## src/rtl/cal_strobe_seq_if.sv

```systemverilog
// Request/configuration inputs and strobe/status outputs of cal_strobe_seq.
// The master side drives requests and settings; the slave side is the sequencer.
interface cal_strobe_seq_if #(
   parameter int DELAY_W = 6,
   parameter int WIDTH_W = 4
) ();
   logic               calReq;
   logic               dtpReq;
   logic               enable;
   logic [DELAY_W-1:0] delay;
   logic [WIDTH_W-1:0] width;
   logic               calPolarity;
   logic               calStrobe;
   logic               dtpStrobe;
   logic               busy;
   logic               done;
   logic [3:0]         missed;

   modport master (output calReq, dtpReq, enable, delay, width, calPolarity,
                   input  calStrobe, dtpStrobe, busy, done, missed);
   modport slave  (input  calReq, dtpReq, enable, delay, width, calPolarity,
                   output calStrobe, dtpStrobe, busy, done, missed);
endinterface

```

## src/rtl/cal_strobe_seq.sv

```systemverilog
// Calibration / digital-test strobe sequencer: delayed, width-programmable strobe with hold-off.
// Optional macro CAL_POLARITY_EN enables the selectable calStrobe polarity.
module cal_strobe_seq #(
   parameter int DELAY_W = 6,
   parameter int WIDTH_W = 4,
   parameter int HOLDOFF = 4
) (
   input  logic            bclka,
   input  logic            rstb,
   cal_strobe_seq_if.slave bus
);
   localparam int HOLD_W = $clog2(HOLDOFF + 1);
   localparam int CNT_W0 = (DELAY_W > WIDTH_W) ? DELAY_W : WIDTH_W;
   localparam int CNT_W  = (CNT_W0 > HOLD_W) ? CNT_W0 : HOLD_W;

   typedef enum logic [1:0] {ST_IDLE, ST_DELAY, ST_PULSE, ST_HOLDOFF} stateT;

   stateT              stateReg, stateNext;
   logic [CNT_W-1:0]   cntReg, cntNext;
   logic               isCalReg, isCalNext;
   logic [WIDTH_W-1:0] widthM1Reg, widthM1Next;
   logic [WIDTH_W-1:0] widthM1In;
   logic [1:0]         reqVec, reqDReg, reqRise;
   logic               calStrobeReg, calStrobeNext;
   logic               dtpStrobeReg, dtpStrobeNext;
   logic               doneReg, doneNext;
   logic [3:0]         missedReg, missedNext;
   logic [1:0]         missInc;
   logic [4:0]         missSum;
   logic               pulseNext;
   logic               calIdleLevel;

`ifdef CAL_POLARITY_EN
   assign calIdleLevel = ~bus.calPolarity;
`else
   logic unusedCalPolarity;
   assign unusedCalPolarity = bus.calPolarity;
   assign calIdleLevel      = 1'b0;
`endif

   // Bit 0 is the calibration request, bit 1 the digital-test request.
   assign reqVec = {bus.dtpReq, bus.calReq};
   generate
      for (genvar gi = 0; gi < 2; gi++) begin : gRise
         assign reqRise[gi] = reqVec[gi] & ~reqDReg[gi];
      end
   endgenerate

   // A programmed width of 0 behaves like 1, so store width-1 clamped at 0.
   assign widthM1In = (bus.width == '0) ? '0 : bus.width - WIDTH_W'(1);

   always_comb begin
      stateNext   = stateReg;
      cntNext     = cntReg;
      isCalNext   = isCalReg;
      widthM1Next = widthM1Reg;
      doneNext    = 1'b0;
      missInc     = 2'd0;
      if (!bus.enable) begin
         stateNext = ST_IDLE;
         cntNext   = '0;
      end else begin
         if (stateReg != ST_IDLE) begin
            missInc = {1'b0, reqRise[0]} + {1'b0, reqRise[1]};
         end
         case (stateReg)
            ST_IDLE: begin
               if (reqRise != 2'b00) begin
                  isCalNext   = reqRise[0];
                  widthM1Next = widthM1In;
                  missInc     = {1'b0, &reqRise};
                  if (bus.delay != '0) begin
                     stateNext = ST_DELAY;
                     cntNext   = CNT_W'(bus.delay - DELAY_W'(1));
                  end else begin
                     stateNext = ST_PULSE;
                     cntNext   = CNT_W'(widthM1In);
                  end
               end
            end
            ST_DELAY: begin
               if (cntReg == '0) begin
                  stateNext = ST_PULSE;
                  cntNext   = CNT_W'(widthM1Reg);
               end else begin
                  cntNext = cntReg - CNT_W'(1);
               end
            end
            ST_PULSE: begin
               if (cntReg == '0) begin
                  stateNext = ST_HOLDOFF;
                  cntNext   = CNT_W'(HOLDOFF - 1);
               end else begin
                  cntNext = cntReg - CNT_W'(1);
               end
            end
            ST_HOLDOFF: begin
               if (cntReg == '0) begin
                  stateNext = ST_IDLE;
                  doneNext  = 1'b1;
               end else begin
                  cntNext = cntReg - CNT_W'(1);
               end
            end
            default: begin
               stateNext = ST_IDLE;
               cntNext   = '0;
            end
         endcase
      end

      // Strobes are registered copies of "next state is PULSE" for the latched type.
      pulseNext     = (stateNext == ST_PULSE);
      calStrobeNext = (pulseNext && isCalNext) ? ~calIdleLevel : calIdleLevel;
      dtpStrobeNext = pulseNext && !isCalNext;

      missSum    = {1'b0, missedReg} + {3'b000, missInc};
      missedNext = missSum[4] ? 4'hF : missSum[3:0];
   end

   always_ff @(posedge bclka) begin
      if (!rstb) begin
         stateReg     <= ST_IDLE;
         cntReg       <= '0;
         isCalReg     <= 1'b0;
         widthM1Reg   <= '0;
         reqDReg      <= 2'b00;
         calStrobeReg <= calIdleLevel;
         dtpStrobeReg <= 1'b0;
         doneReg      <= 1'b0;
         missedReg    <= 4'd0;
      end else begin
         stateReg     <= stateNext;
         cntReg       <= cntNext;
         isCalReg     <= isCalNext;
         widthM1Reg   <= widthM1Next;
         reqDReg      <= reqVec;
         calStrobeReg <= calStrobeNext;
         dtpStrobeReg <= dtpStrobeNext;
         doneReg      <= doneNext;
         missedReg    <= missedNext;
      end
   end

   assign bus.calStrobe = calStrobeReg;
   assign bus.dtpStrobe = dtpStrobeReg;
   assign bus.busy      = (stateReg != ST_IDLE);
   assign bus.done      = doneReg;
   assign bus.missed    = missedReg;
endmodule

```

## src/flat_wrapper.sv

```systemverilog
// flat-port wrapper written by rule: the top's interface ports become plain ports
module cal_strobe_seq_flat 
#(
   parameter int DELAY_W = 6,
   parameter int WIDTH_W = 4,
   parameter int HOLDOFF = 4
)
  (bclka, rstb, bus_calReq, bus_dtpReq, bus_enable, bus_delay, bus_width, bus_calPolarity, bus_calStrobe, bus_dtpStrobe, bus_busy, bus_done, bus_missed);
  cal_strobe_seq_if #(.DELAY_W(DELAY_W), .WIDTH_W(WIDTH_W)) bus_i ();
  input  logic bclka;
  input  logic rstb;
  input wire logic [$bits(bus_i.calReq)-1:0] bus_calReq;
  input wire logic [$bits(bus_i.dtpReq)-1:0] bus_dtpReq;
  input wire logic [$bits(bus_i.enable)-1:0] bus_enable;
  input wire logic [$bits(bus_i.delay)-1:0] bus_delay;
  input wire logic [$bits(bus_i.width)-1:0] bus_width;
  input wire logic [$bits(bus_i.calPolarity)-1:0] bus_calPolarity;
  output wire logic [$bits(bus_i.calStrobe)-1:0] bus_calStrobe;
  output wire logic [$bits(bus_i.dtpStrobe)-1:0] bus_dtpStrobe;
  output wire logic [$bits(bus_i.busy)-1:0] bus_busy;
  output wire logic [$bits(bus_i.done)-1:0] bus_done;
  output wire logic [$bits(bus_i.missed)-1:0] bus_missed;
  assign bus_i.calReq = bus_calReq;
  assign bus_i.dtpReq = bus_dtpReq;
  assign bus_i.enable = bus_enable;
  assign bus_i.delay = bus_delay;
  assign bus_i.width = bus_width;
  assign bus_i.calPolarity = bus_calPolarity;
  assign bus_calStrobe = bus_i.calStrobe;
  assign bus_dtpStrobe = bus_i.dtpStrobe;
  assign bus_busy = bus_i.busy;
  assign bus_done = bus_i.done;
  assign bus_missed = bus_i.missed;
  cal_strobe_seq #(.DELAY_W(DELAY_W), .WIDTH_W(WIDTH_W), .HOLDOFF(HOLDOFF)) u_core (.bclka(bclka), .rstb(rstb), .bus(bus_i));
endmodule
```

## config.mk

```make
export PLATFORM = sky130hd
export DESIGN_NAME = cal_strobe_seq_flat
export DESIGN_NICKNAME = d
export VERILOG_FILES = /design/src/rtl/cal_strobe_seq_if.sv /design/src/rtl/cal_strobe_seq.sv /design/src/flat_wrapper.sv
export SDC_FILE = /design/constraint.sdc
export NUM_CORES = 1
export LEC_CHECK = 0
export BUFFER_PORTS_ARGS = -buffer_cell sky130_fd_sc_hd__buf_2
export CAP_MARGIN = 20
export CORE_MARGIN = 1.5
export CORE_UTILIZATION = 35
export DETAILED_ROUTE_END_ITERATION = 16
export HOLD_SLACK_MARGIN = 0.03
export PLACE_DENSITY = 0.59
export SYNTH_ARGS = -nofsm -noshare
export SYNTH_HDL_FRONTEND = slang
export SYNTH_SLANG_ARGS = --single-unit
```

## constraint.sdc

```tcl
create_clock -name bclka -period 5.6 [get_ports bclka]
set_input_delay 0.28 -clock bclka [delete_from_list [all_inputs] [get_ports bclka]]
set_output_delay 0.28 -clock bclka [all_outputs]
set_load 0.01 [all_outputs]
```

== Word-level counts from Yosys, hierarchy flattened ==
Cells that the tools add are included.
Word-level totals
  bits in registers: 22
  input port bits: 16
  output and inout port bits: 8
  logic and storage cells: 62
Cells by class
  add/subtract/negate cells: 5
  equal/unequal tests: 6
  mux-type cells: 24
  bitwise logic cells: 4
  reduce and logical (&&, ||, !) cells: 14
Operators by type and width (count)
  2-to-1 mux 6 bit: 5
  one-hot mux 6 bit (4 select lines): 1
  2-to-1 mux 2 bit: 10
  subtractor 6 x 1 -> 6 bit, second input constant: 2
  2-to-1 mux 4 bit: 2
  one-hot mux 2 bit (4 select lines): 1
  equality test 2 bit, second input constant: 3
  logical NOT 6 bit: 1
  AND reduction 2 bit: 3
  AND reduction 3 bit: 2
  nonzero test 6 bit: 1
  adder 4 x 2 -> 5 bit: 1
  2-to-1 mux 1 bit: 5
  logical NOT 4 bit: 1
  nonzero test 2 bit: 2
  subtractor 4 x 1 -> 4 bit, second input constant: 1
  adder 1 x 1 -> 2 bit: 1
  bitwise AND 1 bit: 2
  equality test 2 x 1 -> 1 bit, second input constant: 1
  logical AND 1 bit: 2
  logical NOT 2 bit: 1
  inequality test 2 x 1 -> 1 bit, second input constant: 1
  inequality test 2 bit, second input constant: 1
  inverter 1 bit: 2
  logical NOT 1 bit: 1

== Longest topological paths before layout ==
  word-level depth: 9
  gate-level depth with buffers: 12
  mapped depth without buffers: 10

== Least setup slack after synthesis ==
OpenSTA, ideal clock, no wires.
  path type: register to register
  start point: reg u_core.stateReg[0]
  end point: reg u_core.missedReg[3] (netlist: u_core.bus.missed[3])
  setup time: 0.091 ns
  arrival time: 2.074 ns
  required time: 5.509 ns
  slack: 3.436 ns
  stages on the path, launching flop included: 13
  path buffers: 2
  period minus slack after synthesis: 2.164 ns
  cells stage by stage: dfxtp_1 > buf_4 > nor2_2 > inv_1 > clkbuf_1 > nand3_1 > a21oi_1 > ha_1 > inv_1 > fa_1 > inv_1 > nor2_1 > a311oi_1
Between the ends
  longest elaborated chain between the ends: 7
  elaborated cells between the ends (all ways): 8
  classes of those cells: add/sub: 1; mux: 5; reduce/logical: 2
Ends and longest elaborated chain
  start, declared: line cal_strobe_seq.sv:18  | stateT stateReg, stateNext;
  start signal, assigned: line cal_strobe_seq.sv:133  | stateReg <= stateNext;
  nonzero test 2 bit (*)
  net bus_busy: line flat_wrapper.sv:20  | output wire logic [$bits(bus_i.busy)-1:0] bus_busy;
  2-to-1 mux 2 bit (*): line cal_strobe_seq.sv:63  | if (stateReg != ST_IDLE) begin
  2-to-1 mux 2 bit: line cal_strobe_seq.sv:68  | if (reqRise != 2'b00) begin
  2-to-1 mux 2 bit (*): line cal_strobe_seq.sv:66  | case (stateReg)
  2-to-1 mux 2 bit (*): line cal_strobe_seq.sv:59  | if (!bus.enable) begin
  adder 4 x 2 -> 5 bit (*): line cal_strobe_seq.sv:117  | missSum = {1'b0, missedReg} + {3'b000, missInc};
  2-to-1 mux 4 bit (*): line cal_strobe_seq.sv:118  | missedNext = missSum[4] ? 4'hF : missSum[3:0];
  end signal, assigned: line cal_strobe_seq.sv:141  | missedReg <= missedNext;
  end, declared: line cal_strobe_seq.sv:27  | logic [3:0] missedReg, missedNext;
The timed path passes the listed nets; every way through them passes the cells marked *.
A chain may end at the register's enable or synchronous reset.

== Worst setup path after layout ==
  start point: reg u_core.stateReg[1]
  end point: reg u_core.missedReg[3] (netlist: u_core.bus.missed[3])
Between the ends
  longest elaborated chain between the ends: 7
  elaborated cells between the ends (all ways): 8
  classes of those cells: add/sub: 1; mux: 5; reduce/logical: 2
Ends and longest elaborated chain (line)
  nonzero test 2 bit: cal_strobe_seq.sv:63
  2-to-1 mux 2 bit: cal_strobe_seq.sv:63
  2-to-1 mux 2 bit: cal_strobe_seq.sv:68
  2-to-1 mux 2 bit (*): cal_strobe_seq.sv:66
  2-to-1 mux 2 bit (*): cal_strobe_seq.sv:59
  adder 4 x 2 -> 5 bit (*): cal_strobe_seq.sv:117
  2-to-1 mux 4 bit (*): cal_strobe_seq.sv:118
Every way passes the cells marked *; elsewhere a longest branch is shown, timed or not.

==> flow_metrics.env <==
export IMPL_hold_class="in -> reg"
export IMPL_synth_most_common_cell="dfxtp_1"
export IMPL_path_clk_slew_ns=0.08
export IMPL_synthArstFlopShare_pct=0
export IMPL_synthesis_area_um2=1380
export IMPL_max_vdd_ir_drop_v=0.000136
export IMPL_routedWlPerCell_um=12.9
export IMPL_cts_buffer_depth=2
export IMPL_antenna_found_initial=0
export IMPL_start_util_pct=37.2
export IMPL_hold_ws_ns=0.224
export IMPL_setup_worst_path_start_class="flip-flop"
export IMPL_std_cell_rows=22
export IMPL_grt_max_degree=14
export IMPL_area_growth_syn_to_layout_pct=15.5
export IMPL_period_minus_slack_ns=2.38
export IMPL_maxSlewViolCount=0
export IMPL_vias=1263
export IMPL_rsz0062_at_grt="no"
export IMPL_cts_root_buf="clkbuf_8"
export IMPL_drt_initial_drc_count=89
export IMPL_hold_viol_final=0
export IMPL_setup_slack_ns=3.22
export IMPL_synth_ff_type="dfxtp_1"
export IMPL_clock_latency_ns=0.26
export IMPL_routabilityCongestion=0.927
export IMPL_fin_util_pct=42.9
export IMPL_stdcell_count=240
export IMPL_max_freq_mhz=421
export IMPL_ys_seq_area_share_pct=31.9
export IMPL_layout_drive_gt1_share_pct=19.3
export IMPL_cp_max_fo=12
export IMPL_setup_tns_ns=0
export IMPL_placedCellCount=236
export IMPL_die_h_um=65.8
export IMPL_post_dp_cell_area_um2=1520
export IMPL_overflow=0
export IMPL_nFillCells=406
export IMPL_powerDensity_nw_per_um2=259
export IMPL_synth_top_area_share_pct=31.9
export IMPL_dp_slack_ns=3.20
export IMPL_finalWirelength_mm=3.08
export IMPL_cts_hold_buf=0
export IMPL_grt_pass1_wl_mm=5.18
export IMPL_insertedDiodeCount=0
export IMPL_cts_buffers=3
export IMPL_cp_end_kind="flip-flop"
export IMPL_synth_common_cells="dfxtp_1, nor2_1, inv_1"
export IMPL_drt_pass1_iterations=4
export IMPL_portBuffers=22
export IMPL_nets=214
export IMPL_synth_cells=171
export IMPL_synth_top_area_cell="dfxtp_1"
export IMPL_ys_seq_elements=22
export IMPL_cp_arrival_ns=2.55
export IMPL_crit_type="reg -> reg"
export IMPL_cts_tree="yes"
export IMPL_dieArea_um2=4330
export IMPL_synth_nets=192
export IMPL_top_level_ports=24
export IMPL_drv_cap=0
export IMPL_cts_sinks=22
export IMPL_cts_setup_buffers=0
export IMPL_viasPerCell=5.26
export IMPL_post_route_period_util_pct=42.5
export IMPL_ys_types=48
export IMPL_crit_required_ns=5.78
export IMPL_core_area_um2=3720
export IMPL_antenna_left=0
export IMPL_die_x_um=65.8
export IMPL_track_usage_pct=15.3
export IMPL_drc=0
export IMPL_final_area_um2=1600
export IMPL_synth_edf_count=0
export IMPL_status="complete, no violations"
export IMPL_finalClockSkew_ns=0.000791
export IMPL_regArea_um2=440
export IMPL_ys_warn_count=0
export IMPL_leakage_nw=0.651
export IMPL_setup_viol=0
export IMPL_worstMarginPinSlew_ns=0.555
export IMPL_dp_hpwl_mm=2.40
export IMPL_multiInputGateArea_um2=853
export IMPL_maxSlewHeadroom_pct=62.9
export IMPL_post_cts_resized=0
export IMPL_power_uw=413
export IMPL_avgSynthCellArea_um2=8.08
export IMPL_synthTopCellsByArea="dfxtp_1, nor2_1, inv_1, nand2_1, a21oi_1"
export IMPL_grt_pass1_vias=1167
export IMPL_htree_levels=1
[power breakdown]
group          total (mW)  internal (mW)  switching (mW)
Clock               0.148         0.0955          0.0526
Sequential          0.174          0.165         0.00934
Combinational      0.0914         0.0371          0.0543
Total               0.413          0.297           0.116
[state kept, by name, summed over array words and instances (netlist names)]
signal                cells
u_core.stateReg           2
u_core.bus.dtpStrobe      1
u_core.isCalReg           1
u_core.bus.missed         4
u_core.bus.calStrobe      1
u_core.reqDReg            2
u_core.widthM1Reg         4
u_core.cntReg             6
u_core.bus.done           1
[routing by layer]
layer	part of all wire, %	wire (um)	track usage (%)	up-vias
met5	0	0	0	-
met4	0.94	29	3.65	0
met3	4.2	131	3.75	6
met2	45	1400	25.3	26
met1	49	1530	20.0	583
li1	-	-	-	648
[path summary, 6_finish.rpt]
path | to | startpoint | slack, ns | cells past startpoint
max | u_core.bus.missed[3] | u_core.stateReg[1] | 3.22 | 10
min | u_core.reqDReg[1] | bus_dtpReq | 0.22 | 2
max reg2reg | u_core.bus.missed[3] | u_core.stateReg[1] | 3.22 | 10
min reg2reg | u_core.bus.missed[2] | u_core.bus.missed[3] | 0.52 | 2
[kinds of logic after synthesis]
| group | Yosys count | synth area share, % |
|---|---|---|
| buf+inv | 21 | 6.34 |
| compound gates | 40 | 20.2 |
| flops | 22 | 31.9 |
| mux | 5 | 3.71 |
| xor+xnor | 5 | 3.17 |
| fa+ha+maj | 6 | 5.80 |
| simple gates | 72 | 28.9 |
[area by class of cell]
type                       instances  share of cell area, %
tap                               48                   3.76
clock inverter                     1                   1.88
sequential                        22                   27.6
multi-input combinational        128                   53.5
clock buffer                       3                   2.59
timing repair buffer              22                   6.90
inverter                          16                   3.76
[cells in the final DEF (no fill, tap or decap), types with 2 or more instances in the layout]
master / Yosys / final
mux2i_1: 4 / 4
inv_1: 16 / 16
nor2_1: 18 / 18
and2_1: 5 / 5
nor3b_2: 2 / 2
o21ai_0: 4 / 4
clkbuf_8: 0 / 3
nor4b_1: 2 / 2
a211oi_1: 4 / 4
xor2_1: 2 / 2
buf_2: 1 / 22
nor3b_1: 2 / 2
o211ai_1: 2 / 2
ha_1: 4 / 4
o31ai_1: 2 / 2
o311ai_0: 2 / 2
nor2b_1: 3 / 3
nor3_1: 7 / 7
nand3_1: 8 / 8
a21oi_1: 11 / 11
nand2_1: 15 / 15
nor2_2: 2 / 2
a31oi_1: 4 / 4
dfxtp_1: 22 / 22
xnor2_1: 3 / 3
[critical path, stage by stage (launching register included)]
cell	delay, ns
dfxtp_1	0.50
nor2_2	0.18
inv_1	0.32
nand3_1	0.11
a21oi_1	0.19
ha_1	0.18
inv_1	0.05
fa_1	0.35
inv_1	0.11
nor2_1	0.05
a311oi_1	0.25
Note: power is estimated with default switching activity, not from simulation.
